[src/rtl/adder_rr_arbiter.sv]
// Round-robin arbiter sharing one add/sub datapath among NREQ requesters, one op in flight.
// Optional: ADDER_ARB_BYPASS_EN lets a new grant issue in the same cycle a held result retires.
module adder_rr_arbiter #(
  parameter int unsigned N    = 8,
  parameter int unsigned NREQ = 4,
  localparam int unsigned IW  = $clog2(NREQ)
) (
  input  logic              clk,
  input  logic              rst,
  input  logic [NREQ-1:0]   req_valid,
  output logic [NREQ-1:0]   req_ready,
  input  logic [NREQ*N-1:0] req_x,
  input  logic [NREQ*N-1:0] req_y,
  input  logic [NREQ-1:0]   req_sel,
  output logic              rsp_valid,
  input  logic              rsp_ready,
  output logic [IW-1:0]     rsp_id,
  output logic [N-1:0]      rsp_s,
  output logic              rsp_c,
  output logic              rsp_o,
  output logic              rsp_z
);

  localparam logic [0:0] IDLE = 1'b0;
  localparam logic [0:0] RESP = 1'b1;

  typedef struct packed {
    logic [IW-1:0] id;
    logic [N-1:0]  s;
    logic          c;
    logic          o;
    logic          z;
  } rsp_t;

  logic [0:0]    state_q, state_d;
  logic [IW-1:0] ptr_q, ptr_d;
  rsp_t          rsp_q, rsp_d;

  logic          grant_any_c;
  logic [IW-1:0] grant_idx_c;
  logic [IW-1:0] grant_nxt_c;
  logic          grant_en_c;
  logic          hs_c;
  logic [N-1:0]  x_c, y_c, t_c;
  logic          sel_c;
  logic [N:0]    sum_c;
  rsp_t          res_c;

  // First valid requester scanning ptr, ptr+1, ... modulo NREQ.
  always_comb begin
    logic [IW:0] idx;
    grant_any_c = 1'b0;
    grant_idx_c = '0;
    idx         = '0;
    for (int unsigned k = 0; k < NREQ; k++) begin
      idx = {1'b0, ptr_q} + (IW+1)'(k);
      if (idx >= (IW+1)'(NREQ)) begin
        idx = idx - (IW+1)'(NREQ);
      end
      if (!grant_any_c && req_valid[idx[IW-1:0]]) begin
        grant_any_c = 1'b1;
        grant_idx_c = idx[IW-1:0];
      end
    end
  end

  always_comb begin
    grant_nxt_c = '0;
    if (grant_idx_c != IW'(NREQ - 1)) begin
      grant_nxt_c = grant_idx_c + IW'(1);
    end
  end

`ifdef ADDER_ARB_BYPASS_EN
  assign grant_en_c = !rst && ((state_q == IDLE) || ((state_q == RESP) && rsp_ready));
`else
  assign grant_en_c = !rst && (state_q == IDLE);
`endif

  assign hs_c      = grant_en_c && grant_any_c;
  assign req_ready = hs_c ? (NREQ'(1) << grant_idx_c) : '0;

  // Shared datapath: subtraction as x + ~y + 1.
  assign x_c   = req_x[grant_idx_c*N +: N];
  assign y_c   = req_y[grant_idx_c*N +: N];
  assign sel_c = req_sel[grant_idx_c];
  assign t_c   = y_c ^ {N{sel_c}};
  assign sum_c = {1'b0, x_c} + {1'b0, t_c} + (N+1)'(sel_c);

  always_comb begin
    res_c    = '0;
    res_c.id = grant_idx_c;
    res_c.s  = sum_c[N-1:0];
    res_c.c  = sum_c[N];
    res_c.o  = ~(x_c[N-1] ^ t_c[N-1]) & (sum_c[N-1] ^ x_c[N-1]);
    res_c.z  = (sum_c[N-1:0] == '0);
  end

  // Next-state: retire on response handshake, load on grant handshake.
  always_comb begin
    state_d = state_q;
    ptr_d   = ptr_q;
    rsp_d   = rsp_q;
    case (state_q)
      IDLE: state_d = IDLE;
      RESP: if (rsp_ready) state_d = IDLE;
      default: state_d = IDLE;
    endcase
    if (hs_c) begin
      rsp_d   = res_c;
      ptr_d   = grant_nxt_c;
      state_d = RESP;
    end
  end

  always_ff @(posedge clk) begin
    if (rst) begin
      state_q <= IDLE;
      ptr_q   <= '0;
      rsp_q   <= '0;
    end else begin
      state_q <= state_d;
      ptr_q   <= ptr_d;
      rsp_q   <= rsp_d;
    end
  end

  assign rsp_valid = (state_q == RESP);
  assign rsp_id    = rsp_q.id;
  assign rsp_s     = rsp_q.s;
  assign rsp_c     = rsp_q.c;
  assign rsp_o     = rsp_q.o;
  assign rsp_z     = rsp_q.z;

endmodule

[config.mk]
export PLATFORM = sky130hd
export DESIGN_NAME = adder_rr_arbiter
export DESIGN_NICKNAME = d
export VERILOG_FILES = /design/src/rtl/adder_rr_arbiter.sv
export SDC_FILE = /design/constraint.sdc
export NUM_CORES = 1
export LEC_CHECK = 0
export ABC_CLOCK_PERIOD_IN_PS = 6800
export BUFFER_PORTS_ARGS = -buffer_cell sky130_fd_sc_hd__buf_2
export CAP_MARGIN = 20
export CORE_MARGIN = 1.5
export CORE_UTILIZATION = 46
export CTS_BUF_LIST = sky130_fd_sc_hd__clkbuf_8 sky130_fd_sc_hd__clkbuf_16
export CTS_CLUSTER_DIAMETER = 100
export CTS_CLUSTER_SIZE = 12
export DETAILED_ROUTE_END_ITERATION = 10
export PLACE_DENSITY = 0.87
export SLEW_MARGIN = 10
export SYNTH_ARGS = -nofsm -noshare
export SYNTH_HDL_FRONTEND = slang
export SYNTH_SLANG_ARGS = --single-unit
[constraint.sdc]
create_clock -name clk -period 6.8 [get_ports clk]
set_input_delay 1.7 -clock clk [delete_from_list [all_inputs] [get_ports clk]]
set_output_delay 1.7 -clock clk [all_outputs]
set_load 0.05 [all_outputs]
**Word level (Yosys, flattened, before mapping)**

Cells that the tools add are included.

- Register bits: 16
- Bits of input ports: 75
- Output and inout bits: 18

- Add/sub/neg operators: 10
- Order comparisons: 9
- Equal/unequal tests: 1
- Shifts and indexed selects: 3
- Muxes and demuxes: 27
- Bitwise logic cells: 6
- Reductions and logical operators: 10

Operator list:

| cell | count |
|---|---|
| $shiftx 32x6->8 | 2 |
| $mux 2 | 9 |
| $lt 2x3->1 const B | 5 |
| $mux 1 | 11 |
| $bmux 1 s2 | 5 |
| $add 8x8->9 | 1 |
| $add 9x1->9 | 1 |
| $ge 3x3->1 const B | 3 |
| $logic_not 8->1 | 1 |
| $sub 2x1->2 const B | 4 |
| $xor 8x8->8 | 1 |
| $add 2x2->3 const B | 2 |
| $logic_and 1x1->1 | 5 |
| $logic_not 1->1 | 4 |
| $mux 4 | 1 |
| $shl 1x2->4 const A | 1 |
| $add 2x1->3 const B | 1 |
| $ge 2x3->1 const B | 1 |
| $add 2x1->2 const B | 1 |
| $ne 2x2->1 const B | 1 |
| $not 1->1 | 2 |
| $pmux 1 s2 | 1 |
| $xor 1x1->1 | 2 |
| $and 1x1->1 | 1 |

**Logic depth before layout (Yosys ltp)**

Gate-level depths: netlist (run 1).

- Word-level depth: 21
- Mapped depth: 19

**Worst setup path before layout (run 1)**

No wires, ideal clock.

- Kind: input to output
- From: input req_valid[2]
- To: output req_ready[1]
- Arrival time: 3.935 ns
- Required time: 5.100 ns
- Slack: 1.165 ns
- Stages: 9
- Buffers on the path: 3
- Cell sequence: nor2b_1 > or4_1 > buf_6 > and2_1 > inv_1 > clkbuf_1 > clkbuf_1 > ha_1 > and2_1

- Cells in the longest elaborated chain, start to end: 14
- Elaborated cells between the ends (all ways): 25

Ends and longest elaborated chain:

| what | line | text |
|---|---|---|
| from (decl) | 10 | `input logic [NREQ-1:0] req_valid,` |
| $bmux 1 s2 | 60 | `if (!grant_any_c && req_valid[idx[IW-1:0]]) begin` |
| $mux 1 (implied by the code) | 60 |  |
| $mux 1 | 60 |  |
| $logic_not 1->1 | 60 |  |
| $logic_and 1x1->1 | 60 |  |
| $mux 1 | 60 |  |
| $logic_not 1->1 | 60 |  |
| $logic_and 1x1->1 | 60 |  |
| $mux 1 | 60 |  |
| $logic_not 1->1 | 60 |  |
| $logic_and 1x1->1 | 60 |  |
| $mux 2 * | 60 |  |
| net grant_idx_c[0] | 40 | `logic [IW-1:0] grant_idx_c;` |
| $shl 1x2->4 * | 81 | `assign req_ready = hs_c ? (NREQ'(1) << grant_idx_c) : '0;` |
| $mux 4 * | 81 |  |
| to (decl) | 11 | `output logic [NREQ-1:0] req_ready,` |

The timed path passes the listed nets; every way through them passes the cells marked *. The select of a mux whose other input is x is not followed.

**Worst setup path after layout (run 1)**

- From: input req_valid[2]
- To: register rsp_q, in the netlist rsp_z

- Cells in the longest elaborated chain, start to end: 18
- Elaborated cells between the ends (all ways): 31

Ends and longest elaborated chain:

| what | line | text |
|---|---|---|
| branches (longest 18 deep; another with $bmux 1 s2) | -- |  |
| to (signal assigned) | 124 | `rsp_q <= rsp_d;` |
| to (decl) | 37 | `rsp_t rsp_q, rsp_d;` |

Parallel ways; which one is timed is not known. The select of a mux whose other input is x is not followed.
A chain may end at the register's enable or synchronous reset.

==> results of run 1 <==
[worst max path at each step]
stage	start	endpoint	cells after the start
final	req_valid[2]	rsp_z	19
after global routing	req_valid[2]	rsp_z	19
after CTS	req_valid[2]	rsp_z	19
after detailed placement	req_valid[2]	rsp_z	19
after global placement	req_valid[2]	rsp_z	19
after floorplan	req_valid[2]	req_ready[1]	9
[cell families after synthesis]
logic type	after synthesis	share of synthesized area, %
AO/OA/AOI/OAI	53	23.5
flip-flops	16	17.4
AND/OR/NAND/NOR	139	36.5
XOR/XNOR	14	7.08
buffers and inverters	21	5.65
multiplexers	1	1.23
adder cells (fa/ha/maj)	12	8.58
[area by class of cell]
cell class | count | area share, %
clock buffers | 4 | 2.34
flip-flops and latches | 16 | 13.6
multi-input cells | 219 | 59.9
well taps | 48 | 2.55
inverters | 5 | 0.796
repair buffers | 96 | 20.8
[worst min-delay path, stage by stage (launching register included)]
cell     delay (ns)
dfxtp_1        0.31
nand2_1        0.05
a21oi_1        0.05
[layer usage]
layer | part of all wire [%] | track usage, % | vias up | routed length (µm)
li1 | - | - | 1060 | -
met1 | 43 | 27.4 | 923 | 2080
met2 | 50 | 41.8 | 68 | 2400
met3 | 5.7 | 3.92 | 5 | 273
met4 | 0.88 | 5.36 | 0 | 42
met5 | 0 | 0 | - | 0
[synthesized netlist by cell type (all sizes together)]
cell type	n	share of area (%)
nor4	4	1.4
clkbuf	10	2.0
nor3	3	0.82
or4	1	0.41
nand2	79	16
a21bo	3	1.6
o21ai	3	1.4
a21o	5	2.0
o21bai	2	0.82
buf	6	2.6
nor3b	4	1.6
nand2b	2	0.68
a221oi	3	1.4
nor2b	5	2.1
nand3	7	2.5
and2	6	2.0
and3	14	4.8
dfxtp	16	17
fa	1	1.1
nand3b	3	1.2
a211oi	3	1.2
xor2	11	5.2
a21oi	13	3.7
inv	5	1.0
a32oi	3	3.5
a31oi	15	5.9
mux2i	1	1.2
xnor2	3	1.8
o41ai	1	0.89
nand4	1	0.34
nor2	9	2.0
or4b	1	0.54
a211o	1	0.48
ha	11	7.5
o211ai	1	0.41
[registers in the layout (all words and copies together) (netlist names)]
| signal | cells |
|---|---|
| rsp_z | 1 |
| rsp_s | 8 |
| rsp_valid | 1 |
| rsp_id | 2 |
| rsp_o | 1 |
| ptr_q | 2 |
| rsp_c | 1 |
[power groups by stage]
stage          clock network [W]  registers (W)  logic, W
5_1_grt                0.0000910       0.000136  0.000705
3_3_place_gp                   0       0.000134  0.000619
4_1_cts                0.0000860       0.000133  0.000638
6_report               0.0000846       0.000133  0.000639
2_1_floorplan                  0       0.000208  0.000437
3_5_place_dp                   0       0.000135  0.000634
[stage by stage]
step                power [W]  setup WS [ns]
finish               0.000857           1.01
global route         0.000933          0.593
CTS                  0.000858           1.00
detailed placement   0.000770          0.749
global placement     0.000753          0.863
floorplan            0.000645           1.16
==> metrics.csv, run 1 <==
metric,value,unit
status,finished clean,
"FF+latch count, synth",16,
Layout fillers,365,
worst rel slew slack,65.7,%
Final Slew Violations,0,
antenna-violating nets left,0,
Clock transition at path regs,0.06,ns
footprint of the multi-input gates,1410,µm²
vias in the first global route,1832,
Least-Margin Pin Slew,0.514,ns
syn nets,343,
Total Routed Length,4800,µm
maximum clock frequency,0.173,GHz
Core Region,3740,µm²
Initial DRC Count,130,
hold wc startpoint,rsp_s[3],
area delta synth->final,28.3,%
DR DRC count,0,
Layout Cells excl Fill,388,
DR vias/cell,5.30,
NetSw,0.000442,W
Comb power frac,74.5,%
initial core utilization,49.1,%
Tcrit/Tclk final,85.1,%
Required @ worst endpoint,6.96,ns
GPL Wtd Cong,0.843,
Worst Hold Depth,2,
DIE HEIGHT,66.2,µm
Finished Cell Area,2360,µm²
Power Internal,0.000414,W
initial antenna violation count,0,
"Seq/Total Area, Yosys",17.4,%
"commonest non-fill, non-tap cell in the layout",buf_2,
Placed Area,2290,µm²
Reg2Reg Launch Point,ptr_q[0],
maximum vdd drop,195,µV
Pwr per Cell Area,363,nW/µm²
Die Wd,66.2,µm
Final setup viols,0,
Crit path max-delay family,simple AND/OR/NAND/NOR gates,
hold slack,0.454,ns
kind of critical path,in2reg,
CTS max path bufs,2,
CTS Hold Bufs,0,
root buf cell,clkbuf_8,
yosys warns,0,
H-Tree Depth,1,
placed cell count,383,
GR Util All Layers,22.8,%
Mapped Cells,256,
CTS tree,yes,
Layout Utilization,63.0,%
row cnt,22,
insertion delay to the later sink of the worst-skew pair,0.25,ns
"Slowest-stage cell, CP",or4_1,
CP arrival,5.95,ns
crit start category,primary input,
diode count,0,
max-cap violations,0,
Port-buffer cells,92,
HPWL after DPL,3820,µm
Worst Hold End,rsp_s[3],
final hold vios,0,
syn_area_per_cell,7.17,µm²
Die Outline Area,4380,µm²
first-pass GRT wire length,7910,µm
Sink Count,16,
worst path buffer plus inverter count,4,
minimum clock period,5.79,ns
layout cell share with drive strength beyond 1,33.2,%
grt ovf,0,
via count,2056,
TritonRoute pass-1 iters,4,
largest net degree at the start of global routing,33,
slack of the worst reg-to-reg path,2.21,ns
number of cells on the worst reg-to-reg path,18,
crit path max fanout,32,
post-synth cell types,46,
Ports,93,
Switching Share,51.6,%
CP max stage delay,0.70,ns
Final #Nets,428,
worst hold path class,reg2reg,
Reg power frac,15.6,%
RR Endpoint,rsp_z,
DR WL/cell,12.4,µm
TritonCTS Buffers,3,
clock skew,0.00559,ns
Clk pwr share,9.9,%
cells along the critical path,buf_2 -> nor2b_1 -> or4_1 -> and2_1 -> buf_4 -> inv_1 -> buf_4 -> nand2_1 -> and3_1 -> a31oi_1 -> xor2_1 -> fa_1 -> a21oi_1 -> o21ai_0 -> a21o_1 -> a21oi_1 -> xnor2_1 -> nand3b_1 -> o41ai_2,
Leak Pwr,1.21,nW
Post-CTS Setup Repair Bufs,0,
setup TNS,0,ns
CP endpoint kind,flop,
FF+latch area,320,µm²
most frequent cells in the layout,"92 x buf_2, 79 x nand2_1, 16 x dfxtp_1",
CTS resizes,0,
cell area after synthesis,1840,µm²
RSZ-0062 raised after global routing,false,
No activity file was read; power rests on OpenSTA's default activity.
==> run 2: changes to the inputs <==
Settings changed: MAX_ROUTING_LAYER from default to met4.
==> run 2 against run 1 <==
Utilization did not move; die area did not move; total power barely moved; critical path type unchanged; critical endpoint unchanged; largest cell class unchanged.
==> metrics.csv, run 2 (same netlist as run 1, synthesis figures left out) <==
metric,value,unit,change
max-cap violations,0,,unchanged
insertion delay to the later sink of the worst-skew pair,0.25,ns,about the same
TritonCTS Buffers,3,,unchanged
antenna-violating nets left,0,,unchanged
layout cell share with drive strength beyond 1,33.2,%,unchanged
Die Outline Area,4380,µm²,unchanged
Total Routed Length,4800,µm,about the same
Clock transition at path regs,0.06,ns,about the same
CTS resizes,0,,unchanged
grt ovf,0,,unchanged
TritonRoute pass-1 iters,4,,unchanged
Layout Utilization,63.0,%,unchanged
maximum clock frequency,0.173,GHz,about the same
Tcrit/Tclk final,85.1,%,about the same
max FFs per register,8,,unchanged
crit start category,primary input,,
GR Util All Layers,23.4,%,+0.60 points
Leak Pwr,1.21,nW,unchanged
Initial DRC Count,131,,+0.77%
diode count,0,,unchanged
maximum vdd drop,195,µV,about the same
Post-CTS Setup Repair Bufs,0,,unchanged
Die Wd,66.2,µm,unchanged
DR DRC count,0,,unchanged
Switching Share,51.6,%,about the same
Pwr per Cell Area,363,nW/µm²,about the same
hold slack,0.454,ns,unchanged
Sink Count,16,,unchanged
Power Internal,0.000414,W,about the same
crit path max fanout,32,,unchanged
Final Slew Violations,0,,unchanged
row cnt,22,,unchanged
"commonest non-fill, non-tap cell in the layout",buf_2,,
Final #Nets,428,,unchanged
CTS tree,yes,,
CP endpoint kind,flop,,
largest net degree at the start of global routing,33,,unchanged
initial antenna violation count,0,,unchanged
vias in the first global route,1832,,unchanged
Clk pwr share,9.9,%,about the same
setup TNS,0,ns,unchanged
root buf cell,clkbuf_8,,
via count,2060,,+0.19%
Final setup viols,0,,unchanged
minimum clock period,5.79,ns,+0.00327 ns
status,finished clean,,
DR WL/cell,12.4,µm,about the same
initial core utilization,49.1,%,unchanged
CP arrival,5.95,ns,about the same
RR Endpoint,rsp_z,,
Worst Hold Depth,2,,unchanged
Reg2Reg Launch Point,ptr_q[0],,
Least-Margin Pin Slew,0.514,ns,-0.000659 ns
HPWL after DPL,3820,µm,unchanged
CTS Hold Bufs,0,,unchanged
kind of critical path,in2reg,,
Ports,93,,unchanged
RSZ-0062 raised after global routing,false,,
final hold vios,0,,unchanged
Comb power frac,74.5,%,about the same
area delta synth->final,28.3,%,unchanged
NetSw,0.000442,W,about the same
Port-buffer cells,92,,unchanged
Core Region,3740,µm²,unchanged
DIE HEIGHT,66.2,µm,unchanged
number of cells on the worst reg-to-reg path,18,,unchanged
hold wc startpoint,rsp_s[3],,
worst hold path class,reg2reg,,
most frequent cells in the layout,"92 x buf_2, 79 x nand2_1, 16 x dfxtp_1",,
CTS max path bufs,2,,unchanged
slack of the worst reg-to-reg path,2.21,ns,about the same
DR vias/cell,5.31,,+0.19%
worst rel slew slack,65.8,%,about the same
clock skew,0.00557,ns,-0.0000154 ns
Required @ worst endpoint,6.96,ns,about the same
first-pass GRT wire length,7910,µm,unchanged
Worst Hold End,rsp_s[3],,
H-Tree Depth,1,,unchanged
Reg power frac,15.6,%,about the same
GPL Wtd Cong,0.856,,+1.6%
-- run 2: cell counts in the layout (fill, tap and decap cells not counted) --
Identical to the previous run, type by type.
-- run 2: per-layer routing --
metal / global-route usage [%] / wire length (µm)
met1: 27.6 / 2090
met2: 41.8 / 2410
met3: 3.58 / 260
met4: 5.36 / 42
met5: - / 0
-- run 2: power by group through the flow --
stage | Clock, W | Sequential (W) | Combinational (W)
floorplan | 0 | 0.000208 | 0.000437
global placement | 0 | 0.000134 | 0.000619
detailed placement | 0 | 0.000135 | 0.000634
CTS | 0.0000860 | 0.000133 | 0.000638
global route | 0.0000910 | 0.000136 | 0.000705
finish | 0.0000846 | 0.000133 | 0.000639
-- run 2: area by class of cell --
| class | count | area, µm² |
|---|---|---|
| clock buffer | 4 | 55.1 |
| fill | 365 | 1390 |
| inverter | 5 | 18.8 |
| multi-input combinational | 219 | 1410 |
| sequential | 16 | 320 |
| tap | 48 | 60.1 |
| timing repair buffer | 96 | 490 |
-- run 2: stage by stage --
step           instances  instance area, µm²  setup slack (ns)  total power (W)
6_report             388                2360              1.01         0.000857
5_1_grt              388                2360             0.593         0.000933
4_1_cts              387                2350              1.00         0.000858
3_5_place_dp         383                2290             0.749         0.000770
3_3_place_gp         383                2290             0.863         0.000753
2_1_floorplan        256                1840              1.16         0.000645
-- run 2: worst max path at each step --
stage | from | to | slack (ns) | cells after the start
after global routing | req_valid[2] | rsp_z | 0.59 | 19
after floorplan | req_valid[2] | req_ready[1] | 1.16 | 9
after global placement | req_valid[2] | rsp_z | 0.86 | 19
after CTS | req_valid[2] | rsp_z | 1.00 | 19
after detailed placement | req_valid[2] | rsp_z | 0.75 | 19
final | req_valid[2] | rsp_z | 1.01 | 19
-- run 2: worst max-delay path: stages --
cell	delay (ns)
buf_2	0.11
nor2b_1	0.14
or4_1	0.70
and2_1	0.24
buf_4	0.23
inv_1	0.30
buf_4	0.30
nand2_1	0.07
and3_1	0.16
a31oi_1	0.17
xor2_1	0.13
fa_1	0.45
a21oi_1	0.14
o21ai_0	0.13
a21o_1	0.21
a21oi_1	0.21
xnor2_1	0.10
nand3b_1	0.17
o41ai_2	0.30
==> run 3: changes to the inputs <==
Settings changed: BUFFER_PORTS_ARGS -buffer_cell sky130_fd_sc_hd__buf_2 to default, CORE_UTILIZATION 46 to 64, DONT_BUFFER_PORTS from default to 1, PLACE_DENSITY 0.87 to 0.86.
==> run 3 against run 2 <==
Utilization grew 5.1 points; critical path type is now in2out; combinational power is 20% lower; via count fell by 13%; final cell count decreased by 29%; wire length shrank 11%; setup slack better by 0.12 ns; clock power is 3.4% lower; sequential power rose by 60%; flip-flop and latch count stayed put; critical path depth down 13.
==> metrics.csv, run 3 (same netlist as run 1, synthesis figures left out) <==
metric,value,unit,change
RSZ-0062 raised after global routing,false,,
Pwr per Cell Area,434,nW/µm²,+19%
status,finished clean,,
TritonCTS Buffers,3,,unchanged
DR vias/cell,6.45,,+21%
Worst Hold Depth,2,,unchanged
cells along the critical path,nor2b_1 -> or4_1 -> and2_1 -> inv_1 -> ha_1 -> and2_1,,
TritonRoute pass-1 iters,4,,unchanged
slack of the worst reg-to-reg path,2.44,ns,+0.23 ns
kind of critical path,in2out,,
Core Region,2730,µm²,-27%
Initial DRC Count,84,,-36%
worst path buffer plus inverter count,1,,-3
max FFs per register,8,,unchanged
"Slowest-stage cell, CP",or4_1,,
largest net degree at the start of global routing,32,,-3.0%
Final setup viols,0,,unchanged
hold slack,0.553,ns,+0.0982 ns
Required @ worst endpoint,5.10,ns,-1.86 ns
first-pass GRT wire length,6580,µm,-17%
CP endpoint kind,output port,,
Ports,93,,unchanged
worst rel slew slack,26.7,%,-39 points
Total Routed Length,4260,µm,-11%
vias in the first global route,1686,,-8.0%
grt ovf,0,,unchanged
insertion delay to the later sink of the worst-skew pair,0.25,ns,about the same
DR DRC count,0,,unchanged
Crit path max-delay family,simple AND/OR/NAND/NOR gates,,
via count,1786,,-13%
CP max stage delay,0.71,ns,about the same
GPL Wtd Cong,0.967,,+13%
"commonest non-fill, non-tap cell in the layout",nand2_1,,
CTS Hold Bufs,0,,unchanged
crit start category,primary input,,
DR WL/cell,15.4,µm,+24%
most frequent cells in the layout,"79 x nand2_1, 16 x dfxtp_1, 14 x and3_1, 14 x a31oi_1, 12 x a21oi_1",,
worst hold path class,reg2reg,,
RR Endpoint,rsp_z,,
Die Wd,56.6,µm,-15%
initial antenna violation count,0,,unchanged
minimum clock period,5.67,ns,-0.115 ns
GR Util All Layers,25.8,%,+2.4 points
CP arrival,3.97,ns,-1.98 ns
Final Slew Violations,0,,unchanged
setup TNS,0,ns,unchanged
initial core utilization,67.2,%,+18 points
Reg2Reg Launch Point,ptr_q[1],,
row cnt,19,,-14%
"Worst Setup Slack, final",1.13,ns,+0.115 ns
Final #Nets,334,,-22%
max-cap violations,0,,unchanged
Placed Area,1810,µm²,-21%
layout cell share with drive strength beyond 1,7.72,%,-26 points
crit path max fanout,22,,-31%
maximum clock frequency,0.176,GHz,+2.0%
maximum vdd drop,386,µV,+97%
CTS resizes,0,,unchanged
HPWL after DPL,3290,µm,-14%
DIE HEIGHT,56.6,µm,-15%
Leak Pwr,0.820,nW,-32%
Port-buffer cells,0,,-100%
number of cells on the worst reg-to-reg path,16,,-2
diode count,0,,unchanged
"most used cell, CP",and2_1,,
Worst Setup EP,req_ready[1],,
Clock transition at path regs,0.06,ns,about the same
Least-Margin Pin Slew,1.10,ns,+0.586 ns
root buf cell,clkbuf_8,,
H-Tree Depth,1,,unchanged
final hold vios,0,,unchanged
Sink Count,16,,unchanged
clock skew,0.00507,ns,-0.000501 ns
area delta synth->final,1.29,%,
CTS tree,yes,,
crit path from,req_valid[2],,
CTS max path bufs,2,,unchanged
Finished Cell Area,1860,µm²,-21%
Tcrit/Tclk final,83.4,%,-1.7 points
Die Outline Area,3200,µm²,-27%
CP Depth,6,,-13
antenna-violating nets left,0,,unchanged
Post-CTS Setup Repair Bufs,0,,unchanged
"worst slack, placed",1.11,ns,+0.364 ns
[run 3: cell types whose count changed in the layout (fill, tap and decap cells not counted), sizes merged]
cell	before	now
buf	96	2
[run 3: worst min path at each step]
| stage | from | end | slack [ns] |
|---|---|---|---|
| final | ptr_q[0] | ptr_q[0] | 0.55 |
| after global routing | ptr_q[0] | ptr_q[0] | 0.59 |
| after global placement | ptr_q[0] | ptr_q[0] | 0.55 |
| after CTS | ptr_q[0] | ptr_q[0] | 0.55 |
| after floorplan | ptr_q[0] | ptr_q[0] | 0.52 |
| after detailed placement | ptr_q[0] | ptr_q[0] | 0.54 |
[run 3: metrics by stage]
step	std cells	utilization, %	total power [W]
2_1_floorplan	256	-	0.000645
3_3_place_gp	273	66.0	0.000709
3_5_place_dp	273	66.0	0.000722
4_1_cts	277	68.1	0.000806
5_1_grt	277	68.1	0.000862
6_report	277	68.1	0.000807
[run 3: worst min-delay path: cells and delay by family, from the launching register on]
family           cells  cell delay [ns]
flip-flops           1             0.35
AND/OR/NAND/NOR      1             0.11
AO/OA/AOI/OAI        1             0.05
[run 3: layout make-up]
class | count | area [µm²]
Timing Repair Buffer | 2 | 15.0
Multi-Input combinational cell | 219 | 1410
Inverter | 5 | 18.8
Fill cell | 264 | 873
Sequential cell | 16 | 320
Tap cell | 31 | 38.8
Clock buffer | 4 | 55.1
[run 3: per-layer routing]
layer	GRT usage [%]	vias up	routed length [µm]
met5	-	-	0
met2	47.2	77	2200
met3	5.99	4	326
li1	-	874	-
met4	6.46	0	34
met1	27.8	831	1700
[run 3: where the power goes]
part / switching (W) / internal, W
combinational: 0.000301 / 0.000212
clock: 0.0000304 / 0.0000513
sequential: 0.0000935 / 0.000119
total: 0.000425 / 0.000382
